[src/rtl/fp_square.sv]
// fp_square: multi-cycle IEEE-754 squarer (res = op*op), shift-add multiply then normalize, RNE, pack.
// Latency MAN_W+3 cycles from start, start while busy restarts; define FP_SQUARE_FLAGS_EN to drive the flags.
module fp_square #(
  parameter int DATA_W = 32,
  parameter int EXP_W  = 8
) (
  input  logic              clk,
  input  logic              rst,
  input  logic              start,
  input  logic [DATA_W-1:0] op,
  output logic              done,
  output logic              overflow,
  output logic              underflow,
  output logic              exception,
  output logic [DATA_W-1:0] res
);

  localparam int MAN_W  = DATA_W - EXP_W;
  localparam int FRAC_W = MAN_W - 1;
  localparam int PROD_W = 2 * MAN_W;
  localparam int XW     = EXP_W + 2;
  localparam int CNT_W  = $clog2(MAN_W);

  localparam logic signed [XW-1:0] BIAS_X   = XW'((1 << (EXP_W - 1)) - 1);
  localparam logic signed [XW-1:0] EMAX_X   = XW'((1 << EXP_W) - 1);
  localparam logic [CNT_W-1:0]     CNT_LAST = CNT_W'(MAN_W - 1);

  localparam logic [DATA_W-1:0] RES_INF  = {1'b0, {EXP_W{1'b1}}, {FRAC_W{1'b0}}};
  localparam logic [DATA_W-1:0] RES_QNAN = {1'b0, {EXP_W{1'b1}}, 1'b1, {(FRAC_W-1){1'b0}}};

  typedef enum logic [2:0] {
    S_IDLE,
    S_MUL,
    S_NORM,
    S_RND,
    S_DONE
  } state_t;

  state_t                  state_q, state_d;
  logic [DATA_W-2:0]       opm_q, opm_d;
  logic [MAN_W-1:0]        mplier_q, mplier_d;
  logic [CNT_W-1:0]        cnt_q, cnt_d;
  logic [PROD_W-1:0]       acc_q, acc_d;
  logic [PROD_W-2:0]       nrm_q, nrm_d;
  logic signed [XW-1:0]    exp_q, exp_d;
  logic [FRAC_W-1:0]       frac_q, frac_d;
  logic                    done_q, done_d;
  logic [DATA_W-1:0]       res_q, res_d;

  // The square is never negative, so the operand sign is intentionally dropped.
  logic unused_sign;
  assign unused_sign = op[DATA_W-1];

  logic [EXP_W-1:0]  e_fld;
  logic [FRAC_W-1:0] f_fld;
  logic [MAN_W-1:0]  mcand;
  logic              e_zero;
  logic              e_ones;
  logic [MAN_W:0]    psum;
  logic              g_bit;
  logic              r_bit;
  logic              s_bit;
  logic              rnd_inc;
  logic [FRAC_W:0]   rsum;

  assign e_fld  = opm_q[DATA_W-2:FRAC_W];
  assign f_fld  = opm_q[FRAC_W-1:0];
  assign mcand  = {1'b1, f_fld};
  assign e_zero = (e_fld == '0);
  assign e_ones = &e_fld;

  // Right-shifting accumulator: add the multiplicand into the upper half, shift one bit out per cycle.
  assign psum = {1'b0, acc_q[PROD_W-1:MAN_W]} + {1'b0, (mplier_q[0] ? mcand : {MAN_W{1'b0}})};

  assign g_bit   = nrm_q[MAN_W-1];
  assign r_bit   = nrm_q[MAN_W-2];
  assign s_bit   = |nrm_q[MAN_W-3:0];
  assign rnd_inc = g_bit & (r_bit | s_bit | nrm_q[MAN_W]);
  assign rsum    = {1'b0, nrm_q[PROD_W-2:MAN_W]} + {{FRAC_W{1'b0}}, rnd_inc};

`ifdef FP_SQUARE_FLAGS_EN
  logic [2:0] flg_q, flg_d;
`endif

  always_comb begin
    state_d  = state_q;
    opm_d    = opm_q;
    mplier_d = mplier_q;
    cnt_d    = cnt_q;
    acc_d    = acc_q;
    nrm_d    = nrm_q;
    exp_d    = exp_q;
    frac_d   = frac_q;
    done_d   = done_q;
    res_d    = res_q;
`ifdef FP_SQUARE_FLAGS_EN
    flg_d    = flg_q;
`endif

    case (state_q)
      S_MUL: begin
        acc_d    = {psum, acc_q[MAN_W-1:1]};
        mplier_d = mplier_q >> 1;
        cnt_d    = cnt_q + 1'b1;
        if (cnt_q == CNT_LAST) begin
          state_d = S_NORM;
        end
      end

      S_NORM: begin
        // Product lies in [1,4); the leading one is dropped and the exponent bumped when P >= 2.
        if (acc_q[PROD_W-1]) begin
          nrm_d = acc_q[PROD_W-2:0];
        end else begin
          nrm_d = {acc_q[PROD_W-3:0], 1'b0};
        end
        exp_d   = {1'b0, e_fld, 1'b0} - BIAS_X + {{(XW-1){1'b0}}, acc_q[PROD_W-1]};
        state_d = S_RND;
      end

      S_RND: begin
        // A carry out of the fraction leaves it all zero, which is 1.0 at the next exponent.
        frac_d  = rsum[FRAC_W-1:0];
        exp_d   = exp_q + {{(XW-1){1'b0}}, rsum[FRAC_W]};
        state_d = S_DONE;
      end

      S_DONE: begin
        done_d  = 1'b1;
        state_d = S_IDLE;
`ifdef FP_SQUARE_FLAGS_EN
        flg_d   = 3'b000;
`endif
        if (e_ones && (f_fld != '0)) begin
          res_d = RES_QNAN;
`ifdef FP_SQUARE_FLAGS_EN
          flg_d = 3'b001;
`endif
        end else if (e_ones) begin
          res_d = RES_INF;
        end else if (e_zero) begin
          res_d = '0;
        end else if (exp_q >= EMAX_X) begin
          res_d = RES_INF;
`ifdef FP_SQUARE_FLAGS_EN
          flg_d = 3'b100;
`endif
        end else if (exp_q[XW-1] || (exp_q == '0)) begin
          res_d = '0;
`ifdef FP_SQUARE_FLAGS_EN
          flg_d = 3'b010;
`endif
        end else begin
          res_d = {1'b0, exp_q[EXP_W-1:0], frac_q};
        end
      end

      default: begin
      end
    endcase

    // start wins in every state, so a start while busy simply restarts.
    if (start) begin
      opm_d    = op[DATA_W-2:0];
      mplier_d = {1'b1, op[FRAC_W-1:0]};
      acc_d    = '0;
      cnt_d    = '0;
      done_d   = 1'b0;
      state_d  = S_MUL;
    end
  end

  always_ff @(posedge clk or posedge rst) begin
    if (rst) begin
      state_q  <= S_IDLE;
      opm_q    <= '0;
      mplier_q <= '0;
      cnt_q    <= '0;
      acc_q    <= '0;
      nrm_q    <= '0;
      exp_q    <= '0;
      frac_q   <= '0;
      done_q   <= 1'b1;
      res_q    <= '0;
    end else begin
      state_q  <= state_d;
      opm_q    <= opm_d;
      mplier_q <= mplier_d;
      cnt_q    <= cnt_d;
      acc_q    <= acc_d;
      nrm_q    <= nrm_d;
      exp_q    <= exp_d;
      frac_q   <= frac_d;
      done_q   <= done_d;
      res_q    <= res_d;
    end
  end

`ifdef FP_SQUARE_FLAGS_EN
  always_ff @(posedge clk or posedge rst) begin
    if (rst) begin
      flg_q <= 3'b000;
    end else begin
      flg_q <= flg_d;
    end
  end

  assign overflow  = flg_q[2];
  assign underflow = flg_q[1];
  assign exception = flg_q[0];
`else
  assign overflow  = 1'b0;
  assign underflow = 1'b0;
  assign exception = 1'b0;
`endif

  assign done = done_q;
  assign res  = res_q;

endmodule

[config.mk]
export PLATFORM = sky130hd
export DESIGN_NAME = fp_square
export DESIGN_NICKNAME = d
export VERILOG_FILES = /design/src/rtl/fp_square.sv
export SDC_FILE = /design/constraint.sdc
export NUM_CORES = 1
export LEC_CHECK = 0
export CAP_MARGIN = 40
export CORE_UTILIZATION = 64
export DETAILED_ROUTE_END_ITERATION = 12
export PLACE_DENSITY = 0.85
export SETUP_SLACK_MARGIN = 0.4
export SYNTH_ARGS = -nofsm -noshare
export SYNTH_HDL_FRONTEND = slang
export SYNTH_SLANG_ARGS = --single-unit
[constraint.sdc]
create_clock -name clk -period 11.6 [get_ports clk]
set_clock_uncertainty 0.2 [all_clocks]
set_input_delay 2.32 -clock clk [delete_from_list [all_inputs] [get_ports clk]]
set_output_delay 2.32 -clock clk [all_outputs]
set_load 0.005 [all_outputs]
==> impl_metrics.yaml <==
job:
  cap_violations: 0
sta:
  fmax_mhz: 244.7
  tightest_slew_ns: 0.8905
  hold_viol: 0
  tns_ns: 0
  fin_crit_sh_pct: 35.23
  slew_headroom_pct: 40.63
  fin_crit_ns: 4.086
  rsz0062_at_grt: "false"
  setup_viol: 0
  drv_slew: 0
floorplan:
  start_util_pct: 65.41
  die_w_um: 135.0
  core_area_sq_um: 17300
  io_pins: 71
  num_rows: 48
  die_area_sq_um: 18210
  die_h_um: 135.0
cells_and_area:
  fillers: 1215
  stdcell_count: 1456
  most-common-layout-cells: "dfrtp_1 (221), nand2_1 (207), o21ai_0 (149)"
  layout_commonest_cell: "dfrtp_1"
  n_antenna_cell: 0
  drive_above_1_share_pct: 6.824
  nets: 1280
  areaGrowthSynthToFinish_pct: 13.30
global_routing:
  grt_max_degree: 95
  antenna_found_initial: 0
  overflow: 0
  grt_pass1_wl_um: 38580
  grt_pass1_vias: 8023
  track_usage_pct: 25.93
clock_tree:
  clock_sinks: 223
  htreeDepth: 1
  cts.clk_slew.worst_paths_ns: 0.06
  numCtsBuffers: 23
  hold_buffers: 0
  cts_resized: 0
  postCtsSetupRepairBufs: 0
  cts_tree: "built"
  clk_path_buf_depth: 3
  insertion_delay_ns: 0.50
  root_buffer: "clkbuf_16"
detailed_routing:
  drtAntennaViolNets: 0
  routed_wl_um: 22580
  wl_per_cell_um: 15.51
  num_vias: 8523
  vias_per_cell: 5.854
  drtIter0Drc: 592
  drtPass1Iterations: 6
  drc: 0
critical_path:
  crit_fanout: 2
  arrival_ns: 1.57
  critPathKind: "flop to primary output"
  cp.buffers_inverters: 1
  cpPeakStageDelay_ns: 0.56
  crit_chain: "clkdlybuf4s50_1"
  endpoint_kind: "primary output"
  cpMaxStageDelayCell: "dfstp_2"
  critPathLaunchType: "flop"
  required_ns: 9.08
  critical_path.top_delay_family: "flip-flops"
synthesis:
  ys_seq_area_share_pct: 49.34
  synthCells: 1184
  yosys_warnings: 0
  synth-main-ff-cell: "dfrtp_1"
  ys_seq_elements: 223
  synth_top_family_by_area: "compound AO/OA/AOI/OAI gates"
  yosys-top-cells-area: "dfrtp_1 (49%), nand2_1 (6.9%), o21ai_0 (6.6%), mux2i_1 (6.3%), ha_1 (3.2%)"
  syn_area_sq_um: 11310
  async_flop_share_pct: 100.0
  avgSynthCellArea_sq_um: 9.555
  synthMuxAreaShare_pct: 7.178
  synth_top_area_share_pct: 49.10
  yosysTopAreaCell: "dfrtp_1"
  synthAdderAreaFrac_pct: 3.384
  ys_types: 71
  synth_xor_xnor_area_share_pct: 3.561
  synth-edff-count: 0
  synth-simple-area-share_pct: 15.56
  synth_compound_area_share_pct: 16.57
placement:
  globalplace.congestion: 0.9305
  placedCellCount: 1415
  dpl.hpwl_um: 14990
  io_buffers: 65
status:
  status: "finished, final reports clean"
power:
  ir_worst_vdd_mv: 0.1030
  power_density_nw_per_um2: 137.8
  power.leakage_nw: 5.495
min_path:
  hold_path_class: "flop to flop"
## worst register-to-register path: cells and delay by family (launching register included)
kind / cells / cell delay [ns]
AND/OR/NAND/NOR: 5 / 1.10
adder cells (fa/ha/maj): 2 / 0.60
AO/OA/AOI/OAI: 3 / 0.60
flip-flops: 1 / 0.68
buffers and inverters: 1 / 0.07
## where the power goes
part           switching, mW  total (mW)  internal (mW)
clock                  0.292       0.739          0.446
sequential            0.0377       0.848          0.810
combinational          0.104       0.180         0.0763
total                  0.434        1.77           1.33
## synth_stat cells, types with 5 or more instances
| cell type | number |
|---|---|
| nor2b_1 | 7 |
| xnor2_1 | 20 |
| nand3_1 | 34 |
| inv_1 | 40 |
| mux2i_1 | 71 |
| and3_1 | 15 |
| ha_1 | 29 |
| buf_2 | 10 |
| nand2b_1 | 6 |
| nor4_1 | 13 |
| o21ai_0 | 149 |
| o22ai_1 | 8 |
| a22o_1 | 29 |
| dfrtp_1 | 222 |
| a21o_1 | 7 |
| nand4_1 | 11 |
| a211oi_1 | 5 |
| a21oi_1 | 70 |
| clkbuf_1 | 49 |
| mux2_2 | 9 |
| o21ai_1 | 5 |
| nor2_1 | 37 |
| and2_1 | 26 |
| o21a_1 | 5 |
| nand2_1 | 207 |
| xor2_1 | 26 |
| nor3_1 | 7 |
## cells by family (layout without fill, tap and decap cells)
| kind of cell | after synthesis | count (layout) |
|---|---|---|
| AOI/OAI and AO/OA | 311 | 311 |
| xor gates and xnor gates | 46 | 46 |
| adders and majority gates | 30 | 30 |
| buffers and inverters | 113 | 157 |
| DFF | 223 | 223 |
| muxes | 80 | 80 |
| other | 1 | 4 |
| and+or+nand+nor | 380 | 380 |
## layout make-up
type	instances	area (sq um)	share of cell area [%]
multi-input cells	851	5258	41.02
flip-flops and latches	223	5583	43.55
clock buffers	32	669.4	5.222
well taps	225	281.5	2.196
inverters	41	161.4	1.259
clock inverters	9	98.84	0.7711
repair buffers	75	767.0	5.983
## stage by stage
stage                     hold slack (ns)  setup slack, ns  total power [mW]  instance area, sq um  utilization (%)
after global placement             0.2620            6.785             1.027                 11980            69.29
after detailed placement           0.2699            7.127             1.038                 12050            69.67
after global routing               0.2975            7.442             1.835                 12820            74.11
final                              0.2758            7.514             1.767                 12820            74.11
after floorplan                    0.2391            2.976            0.9821                 11320                -
after CTS                          0.2828            7.505             1.774                 12820            74.11
## flip-flops by register name, summed over array words and instances (netlist names)
register,flops
cnt_q,5
acc_q,48
exp_q,10
done,1
frac_q,23
nrm_q,47
mplier_q,24
state_q,3
res,31
opm_q,31
## routing by layer
layer	GRT usage (%)	part of all wire, %	up-vias
met1	37.32	47	4057
met2	42.24	47	229
met4	6.429	1.6	0
met5	0	0	-
met3	2.890	4.8	35
li1	-	-	4202
## worst paths after layout
| check | start | endpoint | slack (ns) | cells after the start |
|---|---|---|---|---|
| min | res[30]$_DFFE_PP0P_ | res[30]$_DFFE_PP0P_ | 0.28 | 2 |
| max in group asynchronous | rst | nrm_q[16]$_DFFE_PP0P_ | 7.70 | 5 |
| max | done$_DFFE_PP1P_ | done | 7.51 | 1 |
| min in group asynchronous | rst | res[1]$_DFFE_PP0P_ | 2.02 | 2 |
| max reg2reg | mplier_q[0]$_DFFE_PP0P_ | acc_q[39]$_DFFE_PP0P_ | 8.29 | 11 |
| min reg2reg | res[30]$_DFFE_PP0P_ | res[30]$_DFFE_PP0P_ | 0.28 | 2 |
Power figures use the tool's default switching activity.
